### config.mk
export PLATFORM = sky130hd
export DESIGN_NAME = array_loader_flat
export DESIGN_NICKNAME = d
export VERILOG_FILES = /design/src/rtl/array_loader_pkg.sv /design/src/rtl/array_loader_if.sv /design/src/rtl/array_loader_ram.sv /design/src/rtl/array_loader.sv /design/src/flat_wrapper.sv
export SDC_FILE = /design/constraint.sdc
export NUM_CORES = 2
export LEC_CHECK = 0
export BUFFER_PORTS_ARGS = -buffer_cell sky130_fd_sc_hd__buf_2
export CAP_MARGIN = 25
export CORE_MARGIN = 5
export CORE_UTILIZATION = 48
export CTS_CLUSTER_SIZE = 20
export DETAILED_ROUTE_END_ITERATION = 8
export PLACE_DENSITY_LB_ADDON = 0.25
export REMOVE_ABC_BUFFERS = 1
export SYNTH_ARGS = -nofsm -noshare
export SYNTH_HDL_FRONTEND = slang
export SYNTH_SLANG_ARGS = --single-unit
### constraint.sdc
create_clock -name clk -period 2.29 [get_ports clk]
set_input_delay 0 -clock clk [delete_from_list [all_inputs] [get_ports clk]]
set_output_delay 0 -clock clk [all_outputs]
set_load 0.02 [all_outputs]
### src/rtl/array_loader_pkg.sv
// ----------------------------------------------------------------------------
// array_loader_pkg
// Shared definitions for the array loader: default data/address widths and
// the loader FSM state encoding.
// ----------------------------------------------------------------------------
package array_loader_pkg;

    localparam int SIZE_DEF = 8;   // width of one array entry
    localparam int AW_DEF   = 8;   // address width, depth = 2**AW_DEF

    typedef enum logic [1:0] {
        IDLE = 2'd0,
        LOAD = 2'd1,
        DONE = 2'd2
    } state_e;

endpackage

### src/rtl/array_loader_if.sv
// ----------------------------------------------------------------------------
// array_loader_if
// Bundles the loader's control handshake, the byte stream and the read port.
//   master : initiator side; drives go/len/din/din_valid/rd_addr.
//   slave  : loader side; drives din_ready/rd_data/wr_count/done.
// ----------------------------------------------------------------------------
interface array_loader_if #(
    parameter int SIZE = 8,
    parameter int AW   = 8
);
    logic            go;
    logic [AW:0]     len;
    logic [SIZE-1:0] din;
    logic            din_valid;
    logic            din_ready;
    logic [AW-1:0]   rd_addr;
    logic [SIZE-1:0] rd_data;
    logic [AW:0]     wr_count;
    logic            done;

    modport master (
        output go, len, din, din_valid, rd_addr,
        input  din_ready, rd_data, wr_count, done
    );

    modport slave (
        input  go, len, din, din_valid, rd_addr,
        output din_ready, rd_data, wr_count, done
    );
endinterface

### src/rtl/array_loader_ram.sv
// ----------------------------------------------------------------------------
// array_ram
// 2**AW x SIZE storage with a synchronous write port and an asynchronous
// read port. Contents are deliberately not reset.
//   clk   : write clock
//   we    : write enable, waddr/wdata captured on the rising edge
//   raddr : read address, rdata follows combinationally
// ----------------------------------------------------------------------------
module array_ram #(
    parameter int SIZE = 8,
    parameter int AW   = 8
) (
    input  logic            clk,
    input  logic            we,
    input  logic [AW-1:0]   waddr,
    input  logic [SIZE-1:0] wdata,
    input  logic [AW-1:0]   raddr,
    output logic [SIZE-1:0] rdata
);

    logic [SIZE-1:0] mem [2**AW];

    always_ff @(posedge clk) begin
        if (we) begin
            mem[waddr] <= wdata;
        end
    end

    // A write to raddr in the same cycle shows up only after the edge.
    assign rdata = mem[raddr];

endmodule

### src/rtl/array_loader.sv
// ----------------------------------------------------------------------------
// array_loader
// After `go`, accepts len bytes over a valid/ready stream and stores them at
// consecutive RAM addresses from 0; `done` follows the go/done convention of
// the CountNox reader, which scans the array through the combinational read
// port.
//   clk   : system clock
//   reset : asynchronous, active-low reset
//   bus   : array_loader_if slave (go, len, din stream, read port,
//           wr_count, done)
//
// state | meaning
// IDLE  | waiting for go; len sampled and counters cleared on acceptance
// LOAD  | din_ready high; each valid beat is written and counted
// DONE  | done high; returns to IDLE once go drops
// ----------------------------------------------------------------------------
module array_loader
    import array_loader_pkg::*;
#(
    parameter int SIZE = SIZE_DEF,
    parameter int AW   = AW_DEF
) (
    input logic         clk,
    input logic         reset,
    array_loader_if.slave bus
);

    localparam logic [AW:0]   CNT_ONE = {{AW{1'b0}}, 1'b1};
    localparam logic [AW-1:0] PTR_ONE = {{(AW-1){1'b0}}, 1'b1};

    state_e          state_q, state_d;
    logic [AW-1:0]   wr_ptr_q, wr_ptr_d;
    logic [AW:0]     wr_count_q, wr_count_d;
    logic [AW:0]     len_q, len_d;
    logic            we;

    always_ff @(posedge clk or negedge reset) begin
        if (!reset) begin
            state_q    <= IDLE;
            wr_ptr_q   <= '0;
            wr_count_q <= '0;
            len_q      <= '0;
        end else begin
            state_q    <= state_d;
            wr_ptr_q   <= wr_ptr_d;
            wr_count_q <= wr_count_d;
            len_q      <= len_d;
        end
    end

    always_comb begin
        state_d    = state_q;
        wr_ptr_d   = wr_ptr_q;
        wr_count_d = wr_count_q;
        len_d      = len_q;
        we         = 1'b0;
        case (state_q)
            IDLE: begin
                if (bus.go) begin
                    len_d      = bus.len;
                    wr_ptr_d   = '0;
                    wr_count_d = '0;
                    state_d    = (bus.len == '0) ? DONE : LOAD;
                end
            end
            LOAD: begin
                // go is not looked at here: a started load always runs to len_q.
                if (bus.din_valid) begin
                    we         = 1'b1;
                    wr_ptr_d   = wr_ptr_q + PTR_ONE;
                    wr_count_d = wr_count_q + CNT_ONE;
                    if (wr_count_q == len_q - CNT_ONE) begin
                        state_d = DONE;
                    end
                end
            end
            DONE: begin
                if (!bus.go) begin
                    state_d = IDLE;
                end
            end
            default: state_d = IDLE;
        endcase
    end

    // Both outputs decode the state register only, so they are glitch-free
    // and independent of din_valid.
    assign bus.din_ready = (state_q == LOAD);
    assign bus.done      = (state_q == DONE);
    assign bus.wr_count  = wr_count_q;

    array_ram #(
        .SIZE (SIZE),
        .AW   (AW)
    ) u_ram (
        .clk   (clk),
        .we    (we),
        .waddr (wr_ptr_q),
        .wdata (bus.din),
        .raddr (bus.rd_addr),
        .rdata (bus.rd_data)
    );

endmodule

### src/flat_wrapper.sv
// flat-port wrapper written by rule: the top's interface ports become plain ports
module array_loader_flat import array_loader_pkg::*;
#(
    parameter int SIZE = SIZE_DEF,
    parameter int AW   = AW_DEF
)
  (clk, reset, bus_go, bus_len, bus_din, bus_din_valid, bus_rd_addr, bus_din_ready, bus_rd_data, bus_wr_count, bus_done);
  array_loader_if #(.SIZE(SIZE), .AW(AW)) bus_i ();
  input logic clk;
  input logic reset;
  input wire logic [$bits(bus_i.go)-1:0] bus_go;
  input wire logic [$bits(bus_i.len)-1:0] bus_len;
  input wire logic [$bits(bus_i.din)-1:0] bus_din;
  input wire logic [$bits(bus_i.din_valid)-1:0] bus_din_valid;
  input wire logic [$bits(bus_i.rd_addr)-1:0] bus_rd_addr;
  output wire logic [$bits(bus_i.din_ready)-1:0] bus_din_ready;
  output wire logic [$bits(bus_i.rd_data)-1:0] bus_rd_data;
  output wire logic [$bits(bus_i.wr_count)-1:0] bus_wr_count;
  output wire logic [$bits(bus_i.done)-1:0] bus_done;
  assign bus_i.go = bus_go;
  assign bus_i.len = bus_len;
  assign bus_i.din = bus_din;
  assign bus_i.din_valid = bus_din_valid;
  assign bus_i.rd_addr = bus_rd_addr;
  assign bus_din_ready = bus_i.din_ready;
  assign bus_rd_data = bus_i.rd_data;
  assign bus_wr_count = bus_i.wr_count;
  assign bus_done = bus_i.done;
  array_loader #(.SIZE(SIZE), .AW(AW)) u_core (.clk(clk), .reset(reset), .bus(bus_i));
endmodule
# ---- Word-level counts from Yosys, hierarchy flattened
# Memory sizes are Yosys's and may differ from the RTL's.
# Cells that the tools add are included.
dict set report totals {
  ff_bits 28
  ramBits 2048
  input_bits 29
  output_inout_bits 19
  elab_cells 37
  n_memories 1
}
dict set report op_classes {
  add_sub_neg 3
  n_eq_ne 7
  muxes 16
  reduce_logical 6
}
# memory words word_bits read_ports rd_ports_with_merged_regs wr line
set mem_list {}
lappend mem_list {u_core.u_ram.mem 256 8 1 0 1 array_loader_ram.sv:21} ;# logic [SIZE-1:0] mem [2**AW];
# operator count
set ops {}
lappend ops {{$mux W9} 2}
lappend ops {{$pmux W9 S2} 1}
lappend ops {{$mux W8} 2}
lappend ops {{$pmux W8 S2} 1}
lappend ops {{$mux W2} 5}
lappend ops {{$add A9 B1 Y9 const B} 1}
lappend ops {{$eq A9 B9 Y1} 1}
lappend ops {{$logic_not A9 Y1} 1}
lappend ops {{$sub A9 B1 Y9 const B} 1}
lappend ops {{$add A8 B1 Y8 const B} 1}
lappend ops {{$ne A2 B2 Y1 const B} 3}
lappend ops {{$pmux W2 S3} 1}
lappend ops {{$mux W1} 4}
lappend ops {{$reduce_and A4 Y1} 1}
lappend ops {{$reduce_and A3 Y1} 1}
lappend ops {{$eq A2 B1 Y1 const B} 1}
lappend ops {{$eq A2 B2 Y1 const B} 1}
lappend ops {{$logic_not A2 Y1} 1}
lappend ops {{$ne A2 B1 Y1 const B} 1}
lappend ops {{$reduce_and A2 Y1} 1}
lappend ops {{$reduce_bool A2 Y1} 1}

# ---- Longest topological paths before layout
dict set report logic_depth {
  depth_word 5
  mapped_depth 11
  mapped_depth_nobuf 8
}

# ---- Hierarchy
# From an unflattened synthesis, not the netlist that was laid out.
dict set report unflattened {
  hier_cells 3892
  hier_area_um2 80966.4
}
# mod instances cells_per_inst area_per_inst_um2 seq_area_each_um2
set modules_own_cells {}
lappend modules_own_cells {array_ram 1 3725 79396.1 61499.0}
lappend modules_own_cells {array_loader 1 167 1570.3 700.7}

# ---- Least setup slack after synthesis
# OpenSTA, ideal clock, no wires.
dict set report synth_path {
  path_type {reg-to-reg}
  from {register u_core.wr_ptr_q[0]}
  to {memory u_core.u_ram.mem[112][0], enable pin}
  setup_time_ns 0.370
  t_arrival_ns 2.122
  t_required_ns 1.920
  path_slack_ns -0.203
  stages_incl_launch_ff 8
  n_path_buf 2
  synth_period_minus_slack_ns 2.493
  cell_sequence {dfrtp_1 > inv_1 > ha_1 > or3b_2 > or2_1 > clkbuf_1 > clkbuf_1 > nor2_1}
}
# item line
set synth_lines {}
lappend synth_lines {{start, declared} array_loader.sv:32} ;# logic [AW-1:0] wr_ptr_q, wr_ptr_d;
lappend synth_lines {{start signal, assigned} array_loader.sv:45} ;# wr_ptr_q <= wr_ptr_d;
lappend synth_lines {{end, declared} array_loader_ram.sv:21}
# Straight into the memory's write port.

# ---- Worst setup path after layout
dict set report layout_path {
  from {memory u_core.u_ram.mem[178][4]}
  to {output port bus_rd_data[4]}
}
dict set report layout_via {
  elab_chain_cells 1
}
# item line
set layout_rtl {}
lappend layout_rtl {{$mem_v2 Z256 W8} n/a}
lappend layout_rtl {{end, declared} flat_wrapper.sv:17} ;# output wire logic [$bits(bus_i.rd_data)-1:0] bus_rd_data;
# No other way between the ends.

==> impl_metrics.tcl <==
set metrics [dict create \
    status "finished, violations left" \
    violations "setup timing" \
    final_layout_size_suffix_gt1_share_pct 34.28 \
    drt-initial-drc-count 4982 \
    cts_made_buffers 202 \
    relSlewSlack_pct 38.36 \
    synth-seq-cells 2076 \
    num_vias 43270 \
    grt_max_degree 117 \
    hold_depth 6 \
    overflow 0 \
    avgViaCountPerCell 6.004 \
    worstHoldStart "bus_len[0]" \
    rows 151 \
    die_x_um 421.3 \
    wl_per_cell_um 29.25 \
    drt-total-wl_um 210800 \
    rrSetupSlack_ns 0.04 \
    synth_seq_area_share_pct 76.59 \
    peakVddDrop_v 0.0008386 \
    fmax_ghz 0.3211 \
    h-tree-depth 4 \
    clock_path_buffers 3 \
    skew_ns 0.03148 \
    nets 4851 \
    r2r_end "u_core.u_ram.mem[26][3]$_DFFE_PP_" \
    fp.dieH_um 421.3 \
    post-route-util_pct 57.82 \
    io_buffers 47 \
    dpl_cell_area_sq_um 89980 \
    ys_async_sr_fraction_pct 1.349 \
    drv_cap 0 \
    die_area_sq_um 177500 \
    power_mw 82.68 \
    whs_endpoint "u_core.state_q[0]$_DFFE_PN0P_" \
    root_buffer "clkbuf_16" \
    crit_fanout 1 \
    core_area_sq_um 168900 \
    post-route-period-util_pct 136.0 \
    tightest_slew_ns 0.9246 \
    dp_hpwl_um 137600 \
    synth_area_per_cell_sq_um 20.46 \
    crit_path_end_kind "output port" \
    grt_pass1_vias 43760 \
    rr_worst_depth 7 \
    drc 0 \
    cp_data_arrival_time_ns 3.11 \
    finalSetupTns_ns -6.294 \
    area_growth_pct 20.27 \
    setup.worst_path.class "flop to output port" \
    track_usage_pct 23.59 \
    yosysUniqueCellTypes 67 \
    antenna_found_initial 5 \
    drtPass1Iterations 6 \
    yosysWarnings 0 \
    initial_core_util_pct 48.08 \
    synth-edff-count 2048 \
    grt_setup_unrepaired "yes" \
    cts.sinks 2076 \
    ant_nets 0 \
    start_kind "flop" \
    final_area_sq_um 97670 \
    insertion_delay_ns 0.84 \
    nFillCells 12400 \
    io_pins 48 \
    setup_viol 8 \
    worstReg2RegStart "u_core.wr_ptr_q[2]$_DFFE_PN0P_" \
    final_hold_viol_count 0 \
    min_period_ns 3.114 \
    cp.required_ns 2.29 \
    layout_setup_ws_ns -0.8242 \
    slew_violations 0 \
    grt_first_pass_wirelength_um 305900 \
    p_leak_nw 32.35 \
    hold_path_class "input pin to flop" \
    power_density_nw_per_um2 846.5 \
    synthCells 3970 \
    clk_pin_slew_worst_paths_ns 0.06 \
    synth-main-ff-cell "edfxtp_1" \
    syn_area_sq_um 81210 \
    cts_tree "built" \
    gp_congestion 0.8798 \
]
-- layer usage --
| layer | wire length, um | vias to the layer above | GRT usage, % |
|---|---|---|---|
| met5 | 0 | - | 0 |
| met4 | 6671 | 0 | 7.413 |
| met3 | 16570 | 328 | 4.328 |
| met2 | 103100 | 1965 | 38.18 |
| met1 | 84500 | 22770 | 33.05 |
| li1 | - | 18210 | - |
-- worst max-delay path, stage by stage (launching register included) --
cell,delay (ns)
edfxtp_1,0.38
mux4_2,0.50
nor2b_1,0.16
a211oi_2,0.25
o21ai_2,0.13
buf_4,0.17
a211oi_4,0.28
buf_4,0.17
nor4_4,0.06
buf_4,0.18
-- Yosys cell counts (28+ instances only) --
| master | n | area, sq um |
|---|---|---|
| buf_2 | 53 | 265.3 |
| a22oi_1 | 113 | 848.3 |
| o221ai_1 | 45 | 394.1 |
| nor2_1 | 292 | 1096 |
| a22o_1 | 32 | 280.3 |
| clkbuf_1 | 124 | 465.5 |
| nand2_1 | 93 | 349.1 |
| mux2i_1 | 153 | 1531 |
| nor2b_1 | 32 | 200.2 |
| o22ai_1 | 29 | 181.4 |
| o21ai_0 | 35 | 175.2 |
| a221oi_1 | 34 | 297.8 |
| dfrtp_1 | 28 | 700.7 |
| nand3_1 | 34 | 170.2 |
| edfxtp_1 | 2048 | 61500 |
| a21oi_1 | 81 | 405.4 |
| mux4_2 | 423 | 9527 |
| nor3_1 | 32 | 160.2 |
-- how the worst max path moves through the flow --
| stage | slack, ns | from | endpoint | depth (start not counted) |
|---|---|---|---|---|
| 3_5_place_dp | -1.54 | bus_rd_addr[0] | bus_rd_data[4] | 12 |
| 6_report | -0.82 | u_core.u_ram.mem[178][4]$_DFFE_PP_ | bus_rd_data[4] | 9 |
| 4_1_cts | -0.97 | u_core.u_ram.mem[112][5]$_DFFE_PP_ | bus_rd_data[5] | 7 |
| 2_1_floorplan | -0.80 | bus_rd_addr[3] | bus_rd_data[6] | 6 |
| 5_1_grt | -0.95 | u_core.u_ram.mem[112][5]$_DFFE_PP_ | bus_rd_data[5] | 7 |
| 3_3_place_gp | -1.55 | bus_rd_addr[0] | bus_rd_data[4] | 12 |
-- layout by cell type (no fill, tap or decap), drive strengths merged, types with 9 or more instances in the layout --
| master | n |
|---|---|
| edfxtp | 2048 |
| buf | 856 |
| mux4 | 429 |
| nor2 | 292 |
| clkbuf | 250 |
| mux2i | 153 |
| a22oi | 113 |
| nand2 | 93 |
| clkinv | 84 |
| a21oi | 81 |
| o221ai | 46 |
| dlygate4sd3 | 40 |
| o21ai | 37 |
| nand3 | 34 |
| a221oi | 34 |
| a22o | 32 |
| nor2b | 32 |
| nor3 | 32 |
| o22ai | 29 |
| dfrtp | 28 |
| a211oi | 23 |
| bufinv | 21 |
| mux2 | 17 |
| inv | 17 |
| nor4 | 13 |
| nand4 | 12 |
| xor2 | 12 |
| a21o | 10 |
| xnor2 | 9 |
-- layout make-up --
class,instances,area (sq um),area share [%]
flip-flops and latches,2076,62200,63.68
multi-input cells,1631,18340,18.78
repair buffers,897,7849,8.036
clock buffers,249,5305,5.432
well taps,2218,2775,2.841
clock inverters,122,1157,1.185
inverters,8,30.03,0.03075
diodes,6,15.01,0.01537
-- flip-flops by register name (all words and copies together), names as in the netlist --
| signal | flops |
|---|---|
| u_core.bus.wr_count | 9 |
| u_core.len_q | 9 |
| u_core.state_q | 2 |
| u_core.u_ram.mem | 2048 |
| u_core.wr_ptr_q | 8 |
-- where the power goes --
group          internal (mW)  switching (mW)  total, mW
Combinational           3.04            4.45       7.49
Clock                   18.8            14.0       32.7
Sequential              42.2           0.280       42.4
Total                   64.0            18.7       82.7
-- what timing repair did --
item	CTS	global route
hold buffers	41	0
gates cloned	0	0
setup endpoints to repair	8	269
pin swaps	40	23
setup buffers	0	0
hold endpoints to repair	1966	0
gates resized for setup	123	37
-- cell families (layout without fill, tap and decap cells) --
| family | after synthesis | after routing | share of synthesized area [%] |
|---|---|---|---|
| xor+xnor | 21 | 21 | 0.2265 |
| fa+ha+maj | 6 | 6 | 0.09244 |
| flops | 2076 | 2076 | 76.59 |
| compound gates | 449 | 449 | 4.029 |
| other cells | 0 | 6 | 0 |
| simple gates | 556 | 556 | 3.072 |
| buf+inv | 263 | 1276 | 1.938 |
| mux | 599 | 599 | 14.05 |
-- stage by stage --
step                      worst slack, ns  cells  hold slack, ns
after floorplan                   -0.8021   3715         -0.2956
after global placement             -1.547   6799         0.07661
after detailed placement           -1.540   6799         0.07779
after CTS                         -0.9677   7201         0.07532
after global routing              -0.9475   7203          0.1454
final                             -0.8242   7207          0.1657
Power figures use the tool's default switching activity.
